`src/rtl/frame_ctrl.sv`:
```
// Frame sequencer around the classifier core: streams one frame of pixels in, collects detections.
// Pixel path is zero-latency pass-through gated by din_ready; detection input never stalls (overflow drops).
module frame_ctrl #(
    parameter int W_DATA     = 8,
    parameter int IMG_WIDTH  = 320,
    parameter int IMG_HEIGHT = 240,
    parameter int W_DET      = 25,
    parameter int FIFO_DEPTH = 16,
    parameter int RST_CYCLES = 4
) (
    input  logic              clk,
    input  logic              rst,
    input  logic              start_valid,
    output logic              start_ready,
    input  logic              pix_valid,
    output logic              pix_ready,
    input  logic [W_DATA-1:0] pix_data,
    output logic              din_valid,
    input  logic              din_ready,
    output logic [W_DATA:0]   din_data,
    output logic              core_rst,
    input  logic              det_in_valid,
    output logic              det_in_ready,
    input  logic [W_DET-1:0]  det_in_data,
    output logic              det_valid,
    input  logic              det_ready,
    output logic [W_DET-2:0]  det_data,
    output logic [15:0]       det_count,
    output logic              overflow,
    output logic              busy,
    output logic              irq,
    input  logic              irq_clr
);
    localparam int NPIX = IMG_WIDTH * IMG_HEIGHT;
    localparam int PW   = (NPIX > 1) ? $clog2(NPIX) : 1;
    localparam int CW   = (RST_CYCLES > 1) ? $clog2(RST_CYCLES) : 1;
    localparam int AW   = $clog2(FIFO_DEPTH);

    typedef enum logic [2:0] {FLUSH, IDLE, LOAD, RUN, DONE} state_t;

    state_t              state;
    logic [CW-1:0]       rst_cnt;
    logic                after_frame;
    logic                in_load;
    logic [PW-1:0]       pix_cnt;
    logic [AW-1:0]       wr_ptr, rd_ptr;
    logic [AW:0]         fifo_cnt;
    logic [W_DET-2:0]    mem [FIFO_DEPTH];

    logic last, pix_xfer, start_fire, det_acc, det_marker, fifo_full, pop, push;

    assign last       = (pix_cnt == PW'(NPIX - 1));
    assign pix_xfer   = in_load & pix_valid & din_ready;
    assign start_fire = start_valid & start_ready;
    assign det_acc    = det_in_valid & det_in_ready;
    assign det_marker = det_in_data[W_DET-1];
    assign fifo_full  = (fifo_cnt == (AW+1)'(FIFO_DEPTH));
    assign pop        = det_valid & det_ready;
    // A pop in the same cycle frees the slot, so a push on a full FIFO still lands.
    assign push       = det_acc & ~det_marker & (~fifo_full | pop);

    assign pix_ready  = in_load & din_ready;
    assign din_valid  = in_load & pix_valid;
    assign din_data   = {last, pix_data};
    assign det_valid  = (fifo_cnt != '0);
    assign det_data   = mem[rd_ptr];

    always_ff @(posedge clk or negedge rst) begin
        if (!rst) begin
            state        <= FLUSH;
            rst_cnt      <= CW'(RST_CYCLES - 1);
            after_frame  <= 1'b0;
            core_rst     <= 1'b1;
            busy         <= 1'b1;
            irq          <= 1'b0;
            start_ready  <= 1'b0;
            det_in_ready <= 1'b0;
            in_load      <= 1'b0;
            pix_cnt      <= '0;
            det_count    <= '0;
            overflow     <= 1'b0;
        end else begin
            case (state)
                FLUSH: begin
                    if (rst_cnt == '0) begin
                        core_rst    <= 1'b0;
                        busy        <= 1'b0;
                        after_frame <= 1'b0;
                        if (after_frame) begin
                            state <= DONE;
                            irq   <= 1'b1;
                        end else begin
                            state       <= IDLE;
                            start_ready <= 1'b1;
                        end
                    end else begin
                        rst_cnt <= rst_cnt - 1'b1;
                    end
                end
                IDLE: begin
                    if (start_valid) begin
                        state       <= LOAD;
                        start_ready <= 1'b0;
                        in_load     <= 1'b1;
                        busy        <= 1'b1;
                        pix_cnt     <= '0;
                        det_count   <= '0;
                        overflow    <= 1'b0;
                    end
                end
                LOAD: begin
                    if (pix_xfer) begin
                        pix_cnt <= pix_cnt + 1'b1;
                        if (last) begin
                            state        <= RUN;
                            in_load      <= 1'b0;
                            det_in_ready <= 1'b1;
                        end
                    end
                end
                RUN: begin
                    if (det_in_valid) begin
                        if (det_marker) begin
                            state        <= FLUSH;
                            rst_cnt      <= CW'(RST_CYCLES - 1);
                            after_frame  <= 1'b1;
                            core_rst     <= 1'b1;
                            det_in_ready <= 1'b0;
                        end else begin
                            if (det_count != 16'hFFFF)
                                det_count <= det_count + 16'd1;
                            if (fifo_full && !pop)
                                overflow <= 1'b1;
                        end
                    end
                end
                DONE: begin
                    if (irq_clr) begin
                        state       <= IDLE;
                        irq         <= 1'b0;
                        start_ready <= 1'b1;
                    end
                end
                default: state <= FLUSH;
            endcase
        end
    end

    always_ff @(posedge clk or negedge rst) begin
        if (!rst) begin
            wr_ptr   <= '0;
            rd_ptr   <= '0;
            fifo_cnt <= '0;
        end else if (start_fire) begin
            wr_ptr   <= '0;
            rd_ptr   <= '0;
            fifo_cnt <= '0;
        end else begin
            if (push) wr_ptr <= wr_ptr + 1'b1;
            if (pop)  rd_ptr <= rd_ptr + 1'b1;
            case ({push, pop})
                2'b10:   fifo_cnt <= fifo_cnt + 1'b1;
                2'b01:   fifo_cnt <= fifo_cnt - 1'b1;
                default: fifo_cnt <= fifo_cnt;
            endcase
        end
    end

    always_ff @(posedge clk) begin
        if (push) mem[wr_ptr] <= det_in_data[W_DET-2:0];
    end
endmodule
```
`config.mk`:
```
export PLATFORM = sky130hd
export DESIGN_NAME = frame_ctrl
export DESIGN_NICKNAME = d
export VERILOG_FILES = /design/src/rtl/frame_ctrl.sv
export SDC_FILE = /design/constraint.sdc
export NUM_CORES = 1
export LEC_CHECK = 0
export ABC_AREA = 1
export CAP_MARGIN = 15
export CORE_MARGIN = 2
export CORE_UTILIZATION = 50
export DETAILED_ROUTE_END_ITERATION = 8
export PLACE_DENSITY_LB_ADDON = 0.25
export RECOVER_POWER = 100
export SETUP_SLACK_MARGIN = 0.1
export SYNTH_ARGS = -nofsm -noshare
export SYNTH_HDL_FRONTEND = slang
export SYNTH_SLANG_ARGS = --single-unit
```
`constraint.sdc`:
```
create_clock -name clk -period 3.9 [get_ports clk]
set_input_delay 1.17 -clock clk [delete_from_list [all_inputs] [get_ports clk]]
set_output_delay 1.17 -clock clk [all_outputs]
set_load 0.02 [all_outputs]
```
## Word-level counts from Yosys, hierarchy flattened

Memories as Yosys holds them, arrays and structs flattened.
Index checks and enable logic that the tools add are counted.

| word-level totals | value |
|---|---|
| bits in registers | 59 |
| RAM bits | 384 |
| output and inout port bits | 58 |
| word-level logic and storage cells | 138 |
| memories | 1 |

Memories:

| name | depth | width | read ports | clocked after memory_dff | write ports | RTL line | RTL |
|---|---|---|---|---|---|---|---|
| mem | 16 | 24 | 1 | 0 | 1 | 48 | `logic [W_DET-2:0] mem [FIFO_DEPTH];` |

| operators by class | value |
|---|---|
| add/sub/neg operators | 7 |
| eq/ne operators | 22 |
| multiplexer cells | 56 |
| bitwise logic cells | 11 |
| reductions and logical operators | 26 |

Operator list:

| kind | number |
|---|---|
| 2-to-1 mux 16 bit | 4 |
| 2-to-1 mux 17 bit | 2 |
| case mux 17 bit (2 select lines) | 1 |
| case mux 16 bit (2 select lines) | 1 |
| != test 2 bit (second input constant) | 13 |
| 2-to-1 mux 3 bit | 8 |
| 2-to-1 mux 1 bit | 22 |
| AND reduction 5 bit | 4 |
| adder 17 x 1 -> 17 bit (second input constant) | 1 |
| == test 17 bit (second input constant) | 1 |
| adder 16 x 1 -> 16 bit (second input constant) | 1 |
| 2-to-1 mux 4 bit | 4 |
| != test 16 bit (second input constant) | 1 |
| AND reduction 4 bit | 4 |
| nonzero test 2 bit | 8 |
| case mux 3 bit (5 select lines) | 1 |
| case mux 1 bit (2 select lines) | 6 |
| case mux 5 bit (2 select lines) | 1 |
| adder 4 x 1 -> 4 bit (second input constant) | 2 |
| bitwise AND 1 bit | 8 |
| AND reduction 7 bit | 1 |
| == test 3 x 2 -> 1 bit (second input constant) | 2 |
| 2-to-1 mux 2 bit | 3 |
| AND reduction 3 bit | 2 |
| 19 further kinds | 21 |

## Depth between registers and ports, before layout

| logic depth | value |
|---|---|
| depth after elaboration | 8 |
| depth in mapped cells | 13 |
| depth with buffers taken out | 13 |

## Worst setup path after synthesis

OpenSTA, ideal clock, no wires.

| path | value |
|---|---|
| kind | input -> register |
| start | in det_in_valid |
| end | mem mem[0][0] (netlist name), enable pin |
| setup time | 0.435 ns |
| arrival time | 3.455 ns |
| slack | 0.010 ns |
| cell stages on the path | 5 |
| path through | nand2_1 nor2_1 nand2_1 clkbuf_1 nor3_1 |

| on the way | value |
|---|---|
| longest elaborated chain between the ends | 5 |

Ends and longest elaborated chain:

| what | RTL line | RTL |
|---|---|---|
| start: declaration | 22 | `input logic det_in_valid,` |
| bitwise AND 1 bit | 55 | `assign det_acc = det_in_valid & det_in_ready;` |
| bitwise AND 1 bit (2 in series) | 60 | `assign push = det_acc & ~det_marker & (~fifo_full \| pop);` |
| 2-to-1 mux 1 bit | 170 | `if (push) mem[wr_ptr] <= det_in_data[W_DET-2:0];` |
| 2-to-1 mux 1 bit (implied by the code) | 170 |  |
| end: declaration | 48 |  |

Every way passes these cells.

## Worst setup path in the final report

| path | value |
|---|---|
| start | reg rd_ptr[0] |
| end | out det_data[23] |

| on the way | value |
|---|---|
| longest elaborated chain between the ends | 1 |

Ends and longest elaborated chain:

| what | RTL line | RTL |
|---|---|---|
| start: declaration | 46 | `logic [AW-1:0] wr_ptr, rd_ptr;` |
| start signal: assignment | 160 | `if (pop) rd_ptr <= rd_ptr + 1'b1;` |
| memory read (16 x 24 bit) | -- |  |
| end: declaration | 27 | `output logic [W_DET-2:0] det_data,` |

Every way passes these cells.

==> results.toml <==
[yosys]
netlist_instances = 1639
synth_seq_area_share = 0.691
synthTopCellsByCount = "384 x edfxtp_1, 354 x nor2_1, 212 x o21ai_0"
synth_top_area_frac = 0.612
ys_warn_count = 0
synth_fp_nets = 1692
synthesis.area_um2 = 18800
synth_top_area_cell = "edfxtp_1"
synth_edf_count = 384
synthDistinctLibCells = 43
synth.most_common_cell = "edfxtp_1"
synth_area_leaders = "edfxtp_1 61%, dfrtp_1 7.3%, nor2_1 7.1%"
ys_ff_latch = 443
ys_async_sr_fraction = 0.133
synth.avg_cell_area_um2 = 11.5
synth-main-ff-cell = "edfxtp_1"

[setup_path]
crit_family = "buffers and inverters"
max_stage_delay_ns = 0.58
worst_setup_path_end_kind = "output port"
critPathMaxFanout = 24
cp_common_cell = "nor2_1"
arrival_ns = 2.51
crit_slowest_cell = "dfrtp_4"
critPathKind = "flop to output port"
crit_chain = "inv_12, bufbuf_16, nor2_1, nor2_1, o21ai_0, o211ai_1, nand3_1, nand2_1, clkbuf_1"
critPathRequiredTime_ns = 2.73
reg2regPathDepth = 6
cp_num_cells = 9
startpoint_type = "flop"
crit_buf_inv = 3

[timing]
setup_violations = 0
fin_setup_tns_ns = 0
max_freq_ghz = 0.272
fin_crit_sh = 0.943
clock_skew_ns = 0.0174
worst_pin_slew_ns = 1.75
hold_viol = 0
rsz0062_at_grt = "yes"
min_period_ns = 3.68
max_slew_margin = -0.167
drv_slew = 33
holdWs_ns = 0.491
setup_slack_ns = 0.220

[detailed_routing]
wl_um = 44900
ant_nets = 0
vias = 12800
drc = 0
dr.pass1.iters = 5
wl_per_cell_um = 19.8
via_per_inst = 5.62
drtIter0Drc = 1004

[placed_design]
pre_cts_ws_ns = 0.387
dpl.cell_count = 2176
dp_hpwl_um = 23200
io_buffers = 82
gp_congestion = 0.868
dpl_cell_area_um2 = 20400

[power]
p_leak_nw = 7.55
powerDensity_nw_per_um2 = 452
ir_drop_mv = 0.304
p_total_mw = 9.82

[die]
coreArea_um2 = 37400
dieArea_um2 = 39200
start_util = 0.504
num_rows = 71
ios = 99
dieHeight_um = 198
dieWidth_um = 198

[layout]
drive_gt1_frac = 0.0712
final_cells = 2272
final_util = 0.581
design_area_um2 = 21700
nNetsFinal = 1772
syn_to_final_growth_pct = 15.5
fillCellCount = 3001

[clock_network]
clock-sinks = 443
clkTransAtPathRegs_ns = 0.06
cts_root_buffer = "clkbuf_16"
numCtsBuffers = 46
htreeDepth = 2
insertion_delay_ns = 0.56
clock_path_buffers = 3
cts_tree = "built"

[outcome]
failed_checks = "max-capacitance violations, max-slew violations"
outcome = "finished with violations"

[run]
cap_violations = 1

[grt]
first_global_vias = 12600
globalRoute.totalOverflow = 0
grt_max_degree = 76
antenna_found_initial = 3
grt_usage = 0.237
grt_pass1_wl_um = 70900

[hold_path]
hold_depth = 1
hold_class = "flop to flop"
worst reg2reg max path, cell delays in order, from the launching register on:
cell	delay, ns
dfrtp_1	0.42
inv_1	0.12
nand2_1	0.08
nor2_1	0.86
nand4_2	0.22
o21bai_1	1.08
o21ai_0	0.27
flip-flops by register name, summed over array words and instances (netlist names), 2 cells and up:
| signal | count |
|---|---|
| pix_cnt | 17 |
| rst_cnt | 2 |
| state | 3 |
| mem | 384 |
| wr_ptr | 4 |
| fifo_cnt | 5 |
| rd_ptr | 4 |
| det_count | 16 |
layout make-up:
| type | instances | area, um^2 | share of cell area |
|---|---|---|---|
| Antenna cell | 5 | 12.5 | 0.000575 |
| Multi-Input combinational cell | 1039 | 5040 | 0.232 |
| Timing Repair Buffer | 128 | 1240 | 0.0571 |
| Tap cell | 511 | 639 | 0.0294 |
| Inverter | 61 | 241 | 0.0111 |
| Sequential cell | 443 | 13000 | 0.599 |
| Clock inverter | 30 | 312 | 0.0143 |
| Clock buffer | 55 | 1240 | 0.0568 |
where the power goes:
group | switching (mW) | internal (mW) | total [mW] | leakage (nW)
Clock | 1.80 | 2.66 | 4.45 | 0.753
Combinational | 0.107 | 0.0506 | 0.158 | 2.60
Sequential | 0.0316 | 5.18 | 5.21 | 4.19
logic make-up (layout without fill, tap and decap cells):
| group | after synthesis | count (layout) | share of synthesized area |
|---|---|---|---|
| AOI/OAI and AO/OA | 367 | 367 | 0.113 |
| xor gates and xnor gates | 16 | 16 | 0.00744 |
| and+or+nand+nor | 644 | 644 | 0.141 |
| buffers and inverters | 157 | 274 | 0.0393 |
| DFF | 443 | 443 | 0.691 |
| other | 0 | 5 | 0 |
| adders and majority gates | 12 | 12 | 0.00837 |
placed cells by master (no fill, tap or decap), types with 5 or more instances in the layout:
cell type      count
edfxtp_1         384
nor2_1           356
o21ai_0          230
nand2_1          169
o211ai_1          96
nand3_1           69
inv_1             56
dlygate4sd3_1     54
dfrtp_1           52
clkbuf_16         47
clkbuf_1          25
o21ai_1           19
nor3_1            19
nand4_1           16
dlygate4sd2_1     16
clkbuf_2          16
clkinv_1          15
a21oi_1           12
xor2_1            12
ha_1              11
clkinv_2           7
buf_16             7
bufinv_16          6
buf_4              6
diode_2            5
buf_12             5
routing by layer:
metal / GRT usage / vias to the layer above / wire length [um]
met5: 0 / - / 0
met4: 0.0752 / 0 / 1170
met3: 0.0419 / 83 / 3150
met2: 0.400 / 446 / 21600
met1: 0.315 / 6241 / 18900
li1: - / 6006 / -
path summary, 6_finish.rpt:
path,slack (ns),startpoint,endpoint
worst max-delay path,0.22,rd_ptr[0],det_data[23]
worst min-delay path,0.49,overflow,overflow
worst max register to register,0.67,state[2],det_count[13]
worst min register to register,0.49,overflow,overflow
max in group asynchronous,1.31,rst,pix_cnt[4]
min in group asynchronous,1.07,rst,det_count[7]
what timing repair did:
action | CTS | global route
resized for setup | 30 | 15
setup endpoints to repair | 24 | 10
buffers inserted | 2 | 0
cloned | 4 | 0
hold endpoints to repair | 0 | 0
hold buffers | 0 | 0
(Power assumes the default switching activity.)
